===== config.mk =====
export PLATFORM = sky130hd
export DESIGN_NAME = npu_booth_mac
export DESIGN_NICKNAME = d
export VERILOG_FILES = /design/src/rtl/npu_mac_pkg.sv /design/src/rtl/npu_booth_pp_gen.sv /design/src/rtl/npu_booth_mac.sv
export SDC_FILE = /design/constraint.sdc
export NUM_CORES = 1
export LEC_CHECK = 0
export CORE_ASPECT_RATIO = 0.5
export CORE_MARGIN = 5
export CORE_UTILIZATION = 45
export DETAILED_ROUTE_END_ITERATION = 16
export DONT_BUFFER_PORTS = 1
export GPL_TIMING_DRIVEN = 0
export HOLD_SLACK_MARGIN = 0.03
export PLACE_DENSITY_LB_ADDON = 0.08
export REMOVE_ABC_BUFFERS = 1
export SLEW_MARGIN = 15
export SYNTH_ARGS = -nofsm -noshare
export SYNTH_HDL_FRONTEND = slang
export SYNTH_SLANG_ARGS = --single-unit

===== constraint.sdc =====
create_clock -name clk -period 4.97 [get_ports clk]
set_clock_uncertainty 0.1 [all_clocks]
set_input_delay 0.2485 -clock clk [delete_from_list [all_inputs] [get_ports clk]]
set_output_delay 0.2485 -clock clk [all_outputs]
set_load 0.02 [all_outputs]

===== src/rtl/npu_mac_pkg.sv =====
// Shared definitions for the radix-4 Booth MAC lane: digit codes, encoder,
// partial-product count and sign-extension prefix constants.
package npu_mac_pkg;

  // One radix-4 Booth digit: magnitude one/two and sign
  typedef struct packed {
    logic neg;
    logic one;
    logic two;
  } booth_code_t;

  // PP_0 prefix is {~s, s, s}: this base XORed with {s, s, s}
  localparam logic [2:0] Pfx0Base = 3'b100;
  // PP_i prefix is {1, ~s}: this base XORed with {0, s}
  localparam logic [1:0] PfxIBase = 2'b11;

  // Recode the triple {b[2i+1], b[2i], b[2i-1]} into a digit in {-2..+2}
  function automatic booth_code_t booth_encode(input logic [2:0] bits);
    booth_code_t c;
    c.neg = bits[2] & ~(bits[1] & bits[0]);
    c.one = bits[1] ^ bits[0];
    c.two = (bits[2] & ~bits[1] & ~bits[0]) | (~bits[2] & bits[1] & bits[0]);
    return c;
  endfunction

  // One extra digit covers the extension bit of b
  function automatic int unsigned npp_of(input int unsigned dwb);
    return dwb / 2 + 1;
  endfunction

endpackage


===== src/rtl/npu_booth_pp_gen.sv =====
// Combinational radix-4 Booth partial-product generator with compressed
// sign-extension prefixes. Row i carries weight 2^(2i); neg[i] is the +1
// completion of the inverted row, also at weight 2^(2i).
module npu_booth_pp_gen
  import npu_mac_pkg::*;
#(
  parameter int unsigned DWA = 8,
  parameter int unsigned DWB = 8,
  localparam int unsigned NPP = npp_of(DWB),
  localparam int unsigned PPW = DWA + 4
) (
  input  logic [DWA-1:0]           a,
  input  logic [DWB-1:0]           b,
  input  logic                     sgn,
  output logic [NPP-1:0][PPW-1:0]  pp,
  output logic [NPP-1:0]           neg
);

  logic [DWA:0]   a_ext;
  logic [DWB+2:0] b_x;     // {ext, ext, b, 0}: implicit b[-1] = 0 at bit 0
  logic [DWA+1:0] a1;
  logic [DWA+1:0] a2;
  logic [DWA+1:0] sel;
  logic [DWA+1:0] row;
  logic           s;
  booth_code_t    code;

  // Select +-a / +-2a per digit and attach the sign-extension prefix
  always_comb begin
    pp    = '0;
    neg   = '0;
    sel   = '0;
    row   = '0;
    s     = 1'b0;
    code  = '0;
    a_ext = {sgn & a[DWA-1], a};
    b_x   = {{2{sgn & b[DWB-1]}}, b, 1'b0};
    a1    = {a_ext[DWA], a_ext};
    a2    = {a_ext, 1'b0};
    for (int i = 0; i < NPP; i++) begin
      code   = booth_encode(b_x[2*i +: 3]);
      sel    = ({(DWA+2){code.one}} & a1) | ({(DWA+2){code.two}} & a2);
      row    = sel ^ {(DWA+2){code.neg}};
      s      = row[DWA+1];
      neg[i] = code.neg;
      // The prefix replaces the row MSB; row 0 is one bit wider than the rest
      if (i == 0) begin
        pp[i] = {Pfx0Base ^ {3{s}}, row[DWA:0]};
      end else begin
        pp[i] = {1'b0, PfxIBase ^ {1'b0, s}, row[DWA:0]};
      end
    end
  end

endmodule


===== src/rtl/npu_booth_mac.sv =====
// Pipelined Booth multiply-accumulate lane: S1 registers partial products,
// S2 registers the summed product, then the accumulator and output register.
// The whole pipe stalls globally while a result waits for out_ready.
module npu_booth_mac
  import npu_mac_pkg::*;
#(
  parameter int unsigned DWA   = 8,
  parameter int unsigned DWB   = 8,
  parameter int unsigned DWACC = 24
) (
  input  logic             clk,
  input  logic             rst,
  input  logic             in_valid,
  output logic             in_ready,
  input  logic [DWA-1:0]   in_a,
  input  logic [DWB-1:0]   in_b,
  input  logic             in_signed,
  input  logic             in_clr,
  input  logic             in_last,
  output logic             out_valid,
  input  logic             out_ready,
  output logic [DWACC-1:0] out_acc,
  output logic             out_ovf
);

  localparam int unsigned NPP = npp_of(DWB);
  localparam int unsigned PPW = DWA + 4;
  localparam int unsigned PW  = DWA + DWB;

  logic                    en;
  logic [NPP-1:0][PPW-1:0] pp_c;
  logic [NPP-1:0]          neg_c;

  logic                    s1_valid_q, s1_signed_q, s1_clr_q, s1_last_q;
  logic [NPP-1:0][PPW-1:0] s1_pp_q;
  logic [NPP-1:0]          s1_neg_q;

  logic [PW-1:0]           prod_c;
  logic                    s2_valid_q, s2_signed_q, s2_clr_q, s2_last_q;
  logic [PW-1:0]           s2_prod_q;

  logic [DWACC-1:0]        prod_ext;
  logic [DWACC:0]          sum_c;
  logic                    ovf_add;
  logic [DWACC-1:0]        acc_d, acc_q;
  logic                    ovf_d, ovf_q;
  logic                    grp_signed_d, grp_signed_q;

  assign in_ready = ~out_valid | out_ready;
  assign en       = in_ready;

  npu_booth_pp_gen #(
    .DWA (DWA),
    .DWB (DWB)
  ) u_pp_gen (
    .a   (in_a),
    .b   (in_b),
    .sgn (in_signed),
    .pp  (pp_c),
    .neg (neg_c)
  );

  // S1: capture partial products and beat control
  always_ff @(posedge clk) begin
    if (rst) begin
      s1_valid_q  <= 1'b0;
      s1_signed_q <= 1'b0;
      s1_clr_q    <= 1'b0;
      s1_last_q   <= 1'b0;
      s1_pp_q     <= '0;
      s1_neg_q    <= '0;
    end else if (en) begin
      s1_valid_q  <= in_valid;
      s1_signed_q <= in_signed;
      s1_clr_q    <= in_clr;
      s1_last_q   <= in_last;
      s1_pp_q     <= pp_c;
      s1_neg_q    <= neg_c;
    end
  end

  // Sum rows and completion bits modulo 2^(DWA+DWB)
  always_comb begin
    prod_c = '0;
    for (int i = 0; i < NPP; i++) begin
      prod_c = prod_c + (PW'(s1_pp_q[i]) << (2 * i)) + (PW'(s1_neg_q[i]) << (2 * i));
    end
  end

  // S2: capture the product
  always_ff @(posedge clk) begin
    if (rst) begin
      s2_valid_q  <= 1'b0;
      s2_signed_q <= 1'b0;
      s2_clr_q    <= 1'b0;
      s2_last_q   <= 1'b0;
      s2_prod_q   <= '0;
    end else if (en) begin
      s2_valid_q  <= s1_valid_q;
      s2_signed_q <= s1_signed_q;
      s2_clr_q    <= s1_clr_q;
      s2_last_q   <= s1_last_q;
      s2_prod_q   <= prod_c;
    end
  end

  // Accumulator next state; overflow follows the signedness of the clr beat
  always_comb begin
    prod_ext = DWACC'(s2_prod_q);
    for (int unsigned k = PW; k < DWACC; k++) begin
      prod_ext[k] = s2_signed_q & s2_prod_q[PW-1];
    end
    sum_c   = {1'b0, acc_q} + {1'b0, prod_ext};
    ovf_add = grp_signed_q ?
              ((acc_q[DWACC-1] == prod_ext[DWACC-1]) && (sum_c[DWACC-1] != acc_q[DWACC-1])) :
              sum_c[DWACC];
    acc_d        = acc_q;
    ovf_d        = ovf_q;
    grp_signed_d = grp_signed_q;
    if (s2_valid_q) begin
      if (s2_clr_q) begin
        acc_d        = prod_ext;
        ovf_d        = 1'b0;
        grp_signed_d = s2_signed_q;
      end else begin
        acc_d = sum_c[DWACC-1:0];
        ovf_d = ovf_q | ovf_add;
      end
    end
  end

  // Accumulator and output register; a stalled result holds its value
  always_ff @(posedge clk) begin
    if (rst) begin
      acc_q        <= '0;
      ovf_q        <= 1'b0;
      grp_signed_q <= 1'b0;
      out_valid    <= 1'b0;
      out_acc      <= '0;
      out_ovf      <= 1'b0;
    end else if (en) begin
      acc_q        <= acc_d;
      ovf_q        <= ovf_d;
      grp_signed_q <= grp_signed_d;
      out_valid    <= s2_valid_q & s2_last_q;
      if (s2_valid_q && s2_last_q) begin
        out_acc <= acc_d;
        out_ovf <= ovf_d;
      end
    end
  end

endmodule


==> results list, run 1 <==
* Synth Area in Compound Gates: 0.228
- Post-synthesis sequential area ratio: 0.308
- In the post-route analysis, the smallest setup slack over all paths is 0.965 ns.
* Count of endpoints failing setup in the final report: 0
- Share of the cycle needed by the critical path after routing: 0.806
* Worst EP arrival: 4.27 ns
- Fraction of final layout cells with drive strength greater than 1: 0.0510
- RSZ-0062 raised after global routing: false
* IO Count: 50
* Number of antenna violations at the first check in global routing: 0
- Leakage Power: 3.94 nW
- Primary flip-flop cell chosen by synthesis mapping: sky130_fd_sc_hd__dfxtp_1
- By instance count, the cell type seen most on the critical path is sky130_fd_sc_hd__inv_1.
* Standard cell with the maximum stage delay on the critical path: sky130_fd_sc_hd__fa_1
- Along the worst path, the maximum fanout reaches 4.
- Pre-CTS setup slack: 1.01 ns
- Final Hold Violating Endpoints: 0
- In this run the tightest slew margin relative to its limit is 0.353.
- Kind of cell adding the most delay to the critical path: adder cells
- DR DRC count: 0
- Synthesis produced a netlist whose cell count is 1,075.
- Multiplexer share of the synthesized area: 0.00837
* Number of cell rows: 35
* Starting density of the core: 0.461
* Final Critical Period: 4.01 ns
- Across all hold checks on the routed design, the worst slack comes to 0.0407 ns.
- No sink is reached through more buffers than the 2 on the longest clock path.
* Number of diodes added for antenna fixing: 0
* Core region area: 18,500 sq um
* HPWL after detailed placement: 13.9 mm
* Result of the run: finished clean
- Areal power density over the cells: 365 nW/um^2
- Maxcap violations: 0
- For this run, the post-layout net count is 1,152.
- Leaving out fill and tap cells, the most frequent cells in the layout are sky130_fd_sc_hd__nand2_1 (154), sky130_fd_sc_hd__dfxtp_1 (130), sky130_fd_sc_hd__a21oi_1 (97).
- The via count of the first global-routing pass is 6,875.
- The number of different library cells used by synthesis comes to 62.
- For the worst setup path, the data required time is 5.23 ns.
- From synthesis to final layout, the design area changed by 11.1%.
- The routed design has 21.5 mm of wire.
- The first global-routing pass estimated 35.9 mm of wire.
- Die ar.: 21,900 sq um
* Via-to-Cell Ratio: 5.39
* Adder-cell area share of the yosys netlist: 0.147
* Summed instance area of the synthesized netlist: 8520 sq um
- TritonCTS sink count: 131
* Violation count after the first detailed-route iteration: 423
- Number of synthesized register bits: 131
- After global routing the overflow that remains totals 0.
- The signal on the critical path passes through inv_1, fa_1, inv_1, fa_1, inv_1, fa_1, inv_1, ha_1, a21o_1, a31oi_1, o21ai_0, o41a_1, nor4b_1, a211o_1.
* Yosys synthesis warning count: 0
- The largest single stage delay on the critical path is 0.54 ns.
- Clock Pin Slew Worst Setup and Hold Paths: 0.06 ns
* Actual slew at the worst max-slew pin: 0.970 ns
- The congestion estimate from routability-driven global placement came to 0.851.
- The first detailed-routing pass took 4 iterations.
- The number of clock buffers added by TritonCTS is 17.
- Most common library cell in the layout ignoring fill and taps: sky130_fd_sc_hd__nand2_1
- Of the total synthesized cell area, the portion taken by XOR and XNOR cells is 0.0555.
* Clock tree from TritonCTS: built
- Of the total synthesized cell area, the portion taken by AND, OR, NAND and NOR gates is 0.186.
- The max-slew violation total from the final report came to 0.
- Across the VDD grid, the largest voltage drop is 0.248 mV.
- STA classifies the critical path endpoint as a flip-flop.
- Number of enable flip-flop cells after synthesis: 0
* Largest family of logic cells by synthesized area: compound AO/OA/AOI/OAI gates
- Share of flip-flops with an asynchronous set or reset: 0
* Die H: 107 um
- Static timing analysis puts the maximum clock frequency at 250 MHz.
- The number of placed instances, taps included, is 1,267.
* Wirelength per Cell: 16.3 um
- The min-delay analysis places its worst path in the category input port to flip-flop.
- Averaged over all synthesized cells, the footprint is 7.92 sq um.
- Once layout is complete, the cells apart from fillers number 1,317.
- The root buffer cell chosen for the clock tree is sky130_fd_sc_hd__clkbuf_16.
* Clock latency reported for the late side of the worst-skew pair: 0.42 ns
- In this run the horizontal extent of the chip is 205 um.
- The number of buffers and inverters on the critical path is 4.
- STA classifies the critical path startpoint as a flip-flop.
* Total via count after detailed routing: 7,103
- Entering global routing, the biggest net connects 124 pins.
- In this run the number of H-tree levels came out at 4.
- During placement, the flow inserted port buffers numbering 0.
- The setup path with the least slack is of type flip-flop to flip-flop.
- The count of nets left with antenna violations once routing finished came out at 0.
- Gates resized during post-CTS repair numbered 0.
- For this run, the total global-route usage over all layers was measured as 0.203.
[tightest hold or removal path: cells and delay by family]
kind / cells / cell delay [ns]
compound gates: 1 / 0.06
simple gates: 2 / 0.19
[cells by family (layout without fill, tap and decap cells)]
group / after synthesis / in the layout
and+or+nand+nor: 353 / 353
xor gates and xnor gates: 54 / 54
buffers and inverters: 148 / 131
adders and majority gates: 84 / 84
muxes: 7 / 7
DFF: 131 / 131
AOI/OAI and AO/OA: 298 / 298
[synthesized netlist by cell type (4+ instances only)]
master | count | area share
sky130_fd_sc_hd__nor3b_1 | 8 | 0.0071
sky130_fd_sc_hd__o21bai_1 | 17 | 0.015
sky130_fd_sc_hd__ha_1 | 57 | 0.084
sky130_fd_sc_hd__and2_1 | 20 | 0.015
sky130_fd_sc_hd__a31oi_1 | 4 | 0.0029
sky130_fd_sc_hd__nor2b_1 | 8 | 0.0059
sky130_fd_sc_hd__nand2_1 | 154 | 0.068
sky130_fd_sc_hd__a211oi_1 | 42 | 0.037
sky130_fd_sc_hd__inv_1 | 77 | 0.034
sky130_fd_sc_hd__a21o_1 | 14 | 0.012
sky130_fd_sc_hd__a21oi_1 | 97 | 0.057
sky130_fd_sc_hd__nand3b_1 | 4 | 0.0035
sky130_fd_sc_hd__a22oi_1 | 34 | 0.030
sky130_fd_sc_hd__dfxtp_1 | 131 | 0.31
sky130_fd_sc_hd__o21ai_0 | 39 | 0.023
sky130_fd_sc_hd__buf_1 | 9 | 0.0040
sky130_fd_sc_hd__nand2b_1 | 8 | 0.0059
sky130_fd_sc_hd__buf_2 | 4 | 0.0024
sky130_fd_sc_hd__o21ai_1 | 4 | 0.0024
sky130_fd_sc_hd__mux2i_1 | 6 | 0.0071
sky130_fd_sc_hd__nor3_1 | 25 | 0.015
sky130_fd_sc_hd__nand3_1 | 17 | 0.010
sky130_fd_sc_hd__xor2_1 | 31 | 0.032
sky130_fd_sc_hd__o21a_1 | 11 | 0.0097
sky130_fd_sc_hd__clkbuf_1 | 55 | 0.024
sky130_fd_sc_hd__nor2_1 | 92 | 0.041
sky130_fd_sc_hd__o211ai_1 | 9 | 0.0079
sky130_fd_sc_hd__a311oi_1 | 4 | 0.0041
sky130_fd_sc_hd__fa_1 | 27 | 0.063
sky130_fd_sc_hd__xnor2_1 | 23 | 0.024
[area by class of cell]
class | count | area, sq um
Fill cell | 1828 | 9020
Tap cell | 259 | 324
Timing Repair Buffer | 22 | 290
Clock inverter | 13 | 150
Inverter | 77 | 292
Clock buffer | 19 | 443
Sequential cell | 131 | 2620
Multi-Input combinational cell | 796 | 5340
[layer usage]
| layer | GRT usage | wire length, um | share of wire |
|---|---|---|---|
| met5 | 0 | 0 | 0 |
| met4 | 0.0387 | 139 | 0.0065 |
| met3 | 0.0500 | 1070 | 0.050 |
| met2 | 0.315 | 9310 | 0.43 |
| met1 | 0.290 | 11000 | 0.51 |
[repair_timing]
item	in CTS	in global routing
hold buffers	17	0
setup buffers	0	0
hold endpoints to repair	123	0
setup endpoints to repair	0	0
[flip-flops by register name, indices dropped and copies added, names as in the netlist, 5 cells and up]
signal / count
s1_pp_q: 50
acc_q: 24
out_acc: 24
s2_prod_q: 16
s1_neg_q: 5
[metrics by stage]
| stage | utilization | cell area, sq um | TNS, ns | total power, mW |
|---|---|---|---|---|
| after floorplan | - | 8240 | -97.19 | 1.96 |
| after global placement | 0.463 | 8560 | -563.87 | 2.14 |
| final | 0.512 | 9460 | 0 | 3.45 |
| after global routing | 0.512 | 9460 | 0 | 3.68 |
| after detailed placement | 0.469 | 8660 | 0 | 2.15 |
| after CTS | 0.511 | 9440 | 0 | 3.48 |
[final timing paths]
check | from | to | slack (ns) | cells past startpoint
max reg2reg | s1_pp_q[10]$_SDFFE_PP0N_ | s2_prod_q[15]$_SDFFE_PP0N_ | 0.96 | 14
min | in_b[1] | s1_pp_q[1]$_SDFFE_PP0N_ | 0.04 | 3
min reg2reg | s1_pp_q[30]$_SDFFE_PP0N_ | s1_pp_q[30]$_SDFFE_PP0N_ | 0.35 | 2
max | s1_pp_q[10]$_SDFFE_PP0N_ | s2_prod_q[15]$_SDFFE_PP0N_ | 0.96 | 14
[power by group]
part,switching [mW],total [mW],internal (mW),leakage (nW)
clock,0.520,1.28,0.761,0.274
combinational,0.535,0.945,0.410,2.59
sequential,0.0811,1.23,1.15,1.08
total,1.14,3.45,2.32,3.94
Note: power is estimated with default switching activity, not from simulation.
==> inputs of run 2 (changes only) <==
==> constraint.sdc (replaced) <==
create_clock -name clk -period 3.4 [get_ports clk]
set_clock_uncertainty 0.1 [all_clocks]
set_input_delay 0.17 -clock clk [delete_from_list [all_inputs] [get_ports clk]]
set_output_delay 0.17 -clock clk [all_outputs]
set_load 0.02 [all_outputs]
==> results list, run 2 (synthesis gave the netlist of run 1 again) <==
- Clock Pin Slew Worst Setup and Hold Paths: 0.07 ns (was 0.06 ns)
- Clock tree from TritonCTS: built (unchanged)
* Wirelength per Cell: 15.7 um (was 16.3 um)
- Post-Route Hold Slack: 0.259 ns (was 0.0407 ns)
- Met1 WL: 10.8 mm (was 11.0 mm)
- Worst path max stage delay: 0.54 ns (about the same)
- The number of buffers inserted during clock tree synthesis came to 17 (unchanged).
- The area of placed instances came to 8660 sq um (unchanged).
- The detailed-placement wirelength estimate is 13.9 mm (unchanged).
- The highest routing layer actually used was met4 (unchanged).
- First-pass DRT Iterations: 5 (was 4)
* Nets: 1,226 (was 1,152)
- Core region area: 18,500 sq um (unchanged)
- The count of nets left with antenna violations after detail routing was 0 (unchanged).
* CTS Root Buffer Type: sky130_fd_sc_hd__clkbuf_16 (unchanged)
- RSZ-0062 raised after global routing: true (was false)
- Result of the run: complete, but fails checks (was finished clean)
- The kind of start point of the critical path is a flip-flop (unchanged).
- The global-route total usage across every layer is 0.206 (was 0.203).
- Count of port buffers added during placement: 0 (unchanged)
- Met3 wirelength from detailed routing: 1.09 mm (was 1.07 mm)
- The maximum number of pins on one net before global-route repair was 83 (was 124).
- The chip width was 205 um (unchanged).
* Clock latency reported for the late side of the worst-skew pair: 0.42 ns (about the same)
- The largest register by flop count is s1_pp_q (unchanged).
* IO Count: 50 (unchanged)
* H-Tree Level Count: 4 (unchanged)
- Leakage Power: 4.40 nW (was 3.94 nW)
- The layout-stage area growth over the synthesis result came to 21.8% (was 11.1%).
- Upper clock frequency limit: 279 MHz (was 250 MHz)
- Power, Total: 5.35 mW (was 3.45 mW)
* Combined area of the multi-input logic cells: 5530 sq um (was 5340 sq um)
* Number of cell rows: 35 (unchanged)
* Final Hold Violating Endpoints: 0 (unchanged)
* Headroom to the max-slew limit: 0.496 (was 0.353)
- Critical path launch point: s1_pp_q[29]$_SDFFE_PP0N_ (was s1_pp_q[10]$_SDFFE_PP0N_)
- The count of buffering cells on the critical path with inverters included came to 4 (unchanged).
* Registers with the most flip-flops: s1_pp_q: 50 flops, acc_q: 24 flops, out_acc: 24 flops (unchanged)
- Standard cell with the maximum stage delay on the critical path: sky130_fd_sc_hd__fa_1 (unchanged)
- Worst R2R Start: s1_pp_q[29]$_SDFFE_PP0N_ (was s1_pp_q[10]$_SDFFE_PP0N_)
* Via-to-Cell Ratio: 5.36 (was 5.39)
* Total wirelength of the detailed-routed design: 21.8 mm (was 21.5 mm)
* Commonest cells after routing, fill and taps aside: sky130_fd_sc_hd__nand2_1 (153), sky130_fd_sc_hd__dfxtp_1 (125), sky130_fd_sc_hd__a21oi_1 (96) (was sky130_fd_sc_hd__nand2_1 (154), sky130_fd_sc_hd__dfxtp_1 (130), sky130_fd_sc_hd__a21oi_1 (97))
- Overall overflow remaining after global route: 0 (unchanged)
- Worst voltage drop across the vdd grid: 0.373 mV (was 0.248 mV)
* Comb pwr share: 0.313 (was 0.274)
- Violation count after the first detailed-route iteration: 397 (was 423)
- The filler cell count in the final layout came to 1,784 (was 1,828).
- First-pass GRT wire length: 36.8 mm (was 35.9 mm)
* Final Critical Period: 3.59 ns (was 4.01 ns)
* Max FFs per register: 50 (unchanged)
- The power density of the placed cells was 516 nW/um^2 (was 365 nW/um^2).
- The final cycle utilization of the critical path is 1.06 (was 0.806).
- Via count of the first global-routing pass: 7,323 (was 6,875)
- The overall via count from detail_route was 7,454 (was 7,103).
- Fraction of final layout cells with drive strength greater than 1: 0.0910 (was 0.0510)
- Kind of cell adding the most delay to the critical path: adder cells (unchanged)
* GP Congestion: 0.851 (unchanged)
* Number of pins exceeding their max-slew limit in the final report: 0 (unchanged)
- TritonCTS sink count: 131 (unchanged)
- The sequential cell area came to 2630 sq um (was 2620 sq um).
- Setup CP Type: flip-flop to flip-flop (unchanged)
- The detailed route wirelength on metal2 was 9.76 mm (was 9.31 mm).
* DR DRC count: 0 (unchanged)
* Die H: 107 um (unchanged)
- Share of power burned in the clock network: 0.352 (was 0.371)
- Share of total power in sequential cells: 0.335 (was 0.355)
* Internal power: 3.59 mW (was 2.32 mW)
* Failing checks: negative setup slack
- The switching power is 1.76 mW (was 1.14 mW).
* Number of diodes added for antenna fixing: 0 (unchanged)
- The die area is 21,900 sq um (unchanged).
- The number of antenna violations at the first check in global routing came to 0 (unchanged).
* Starting density of the core: 0.461 (unchanged)
* Most common library cell in the layout ignoring fill and taps: sky130_fd_sc_hd__nand2_1 (unchanged)
- Worst Min Path Start: rst (was in_b[1])
- The final instance area is 10,400 sq um (was 9460 sq um).
- Fraction of power spent switching nets: 0.329 (about the same)
* Req. time, crit path: 3.67 ns (was 5.23 ns)
* Cell type with the highest occurrence count on the critical path: sky130_fd_sc_hd__inv_2 (was sky130_fd_sc_hd__inv_1)
- Largest buffer count on any clock path: 2 (unchanged)
- The slack of the critical path was -0.187 ns (was 0.965 ns).
- Hold Path Class: input port to flip-flop (unchanged)
- Critical Path, Cell by Cell: inv_2, fa_1, inv_2, fa_1, inv_2, fa_1, inv_2, ha_4, a21o_1, a31oi_4, o21ai_2, o41a_1, nor4b_2, a211o_1 (was inv_1, fa_1, inv_1, fa_1, inv_1, fa_1, inv_1, ha_1, a21o_1, a31oi_1, o21ai_0, o41a_1, nor4b_1, a211o_1).
- Maximum fanout along the worst path: 3 (was 4)
* Worst EP arrival: 3.85 ns (was 4.27 ns)
- The number of setup violations in the final report is 1 (was 0).
- Crit. End Element: flip-flop (unchanged)
* Maxcap violations: 0 (unchanged)
- The transition time at the pin with the least slew margin was 0.756 ns (was 0.970 ns).
==> run 2: cell count changes in the layout (fill, tap and decap cells not counted), sizes merged <==
cell         before  now
buf               6   13
dlygate4sd3      16   83
==> run 2: through the flow <==
step	worst slack (ns)	instances	util	TNS [ns]
2_1_floorplan	-3.10	1004	-	-283.39
5_1_grt	-0.353	1391	0.561	-0.987
6_report	-0.187	1391	0.561	-0.187
4_1_cts	-0.298	1387	0.555	-0.298
3_3_place_gp	-7.47	1263	0.463	-770.58
3_5_place_dp	-0.560	1267	0.469	-1.38
==> run 2: worst register-to-register path, delay by kind of cell (launching register included) <==
kind | cells | cell delay, ns
flops | 1 | 0.33
compound gates | 5 | 0.91
fa+ha+maj | 4 | 1.76
buf+inv | 4 | 0.18
simple gates | 1 | 0.26
==> run 2: area by class of cell <==
class                      instances  area share
tap                              259      0.0312
multi-input combinational        796       0.533
timing repair buffer              96      0.0970
clock inverter                    13      0.0145
sequential                       131       0.254
clock buffer                      19      0.0427
inverter                          77      0.0281
==> run 2: final timing paths <==
kind,to,slack [ns],cells past startpoint
worst max-delay path,s2_prod_q[15]$_SDFFE_PP0N_,-0.19,14
worst min-delay path,s1_pp_q[34]$_SDFFE_PP0N_,0.26,2
worst max register to register,s2_prod_q[15]$_SDFFE_PP0N_,-0.19,14
worst min register to register,acc_q[9]$_SDFFE_PP0N_,0.37,2
==> run 2: per-layer routing <==
metal | global-route usage | vias to the layer above
li1 | - | 3781
met3 | 0.0455 | 19
met4 | 0.0483 | 0
met5 | 0 | -
met2 | 0.329 | 150
met1 | 0.286 | 3504
==> run 2: power by group through the flow <==
stage / logic (mW) / registers, mW / clock network [mW]
final: 1.67 / 1.79 / 1.88
after global routing: 1.89 / 1.81 / 1.98
after CTS: 1.60 / 1.79 / 1.91
after detailed placement: 1.31 / 1.83 / 0
after global placement: 1.30 / 1.83 / 0
after floorplan: 1.08 / 1.79 / 0
==> run 2: what timing repair did <==
item / 4_1_cts / 5_1_grt
endpoints found under the hold margin: 129 / 0
endpoints found under the setup margin: 8 / 12
hold buffers: 84 / 0
pin swaps: 21 / 16
resized for setup: 26 / 20
buffers inserted: 4 / 4
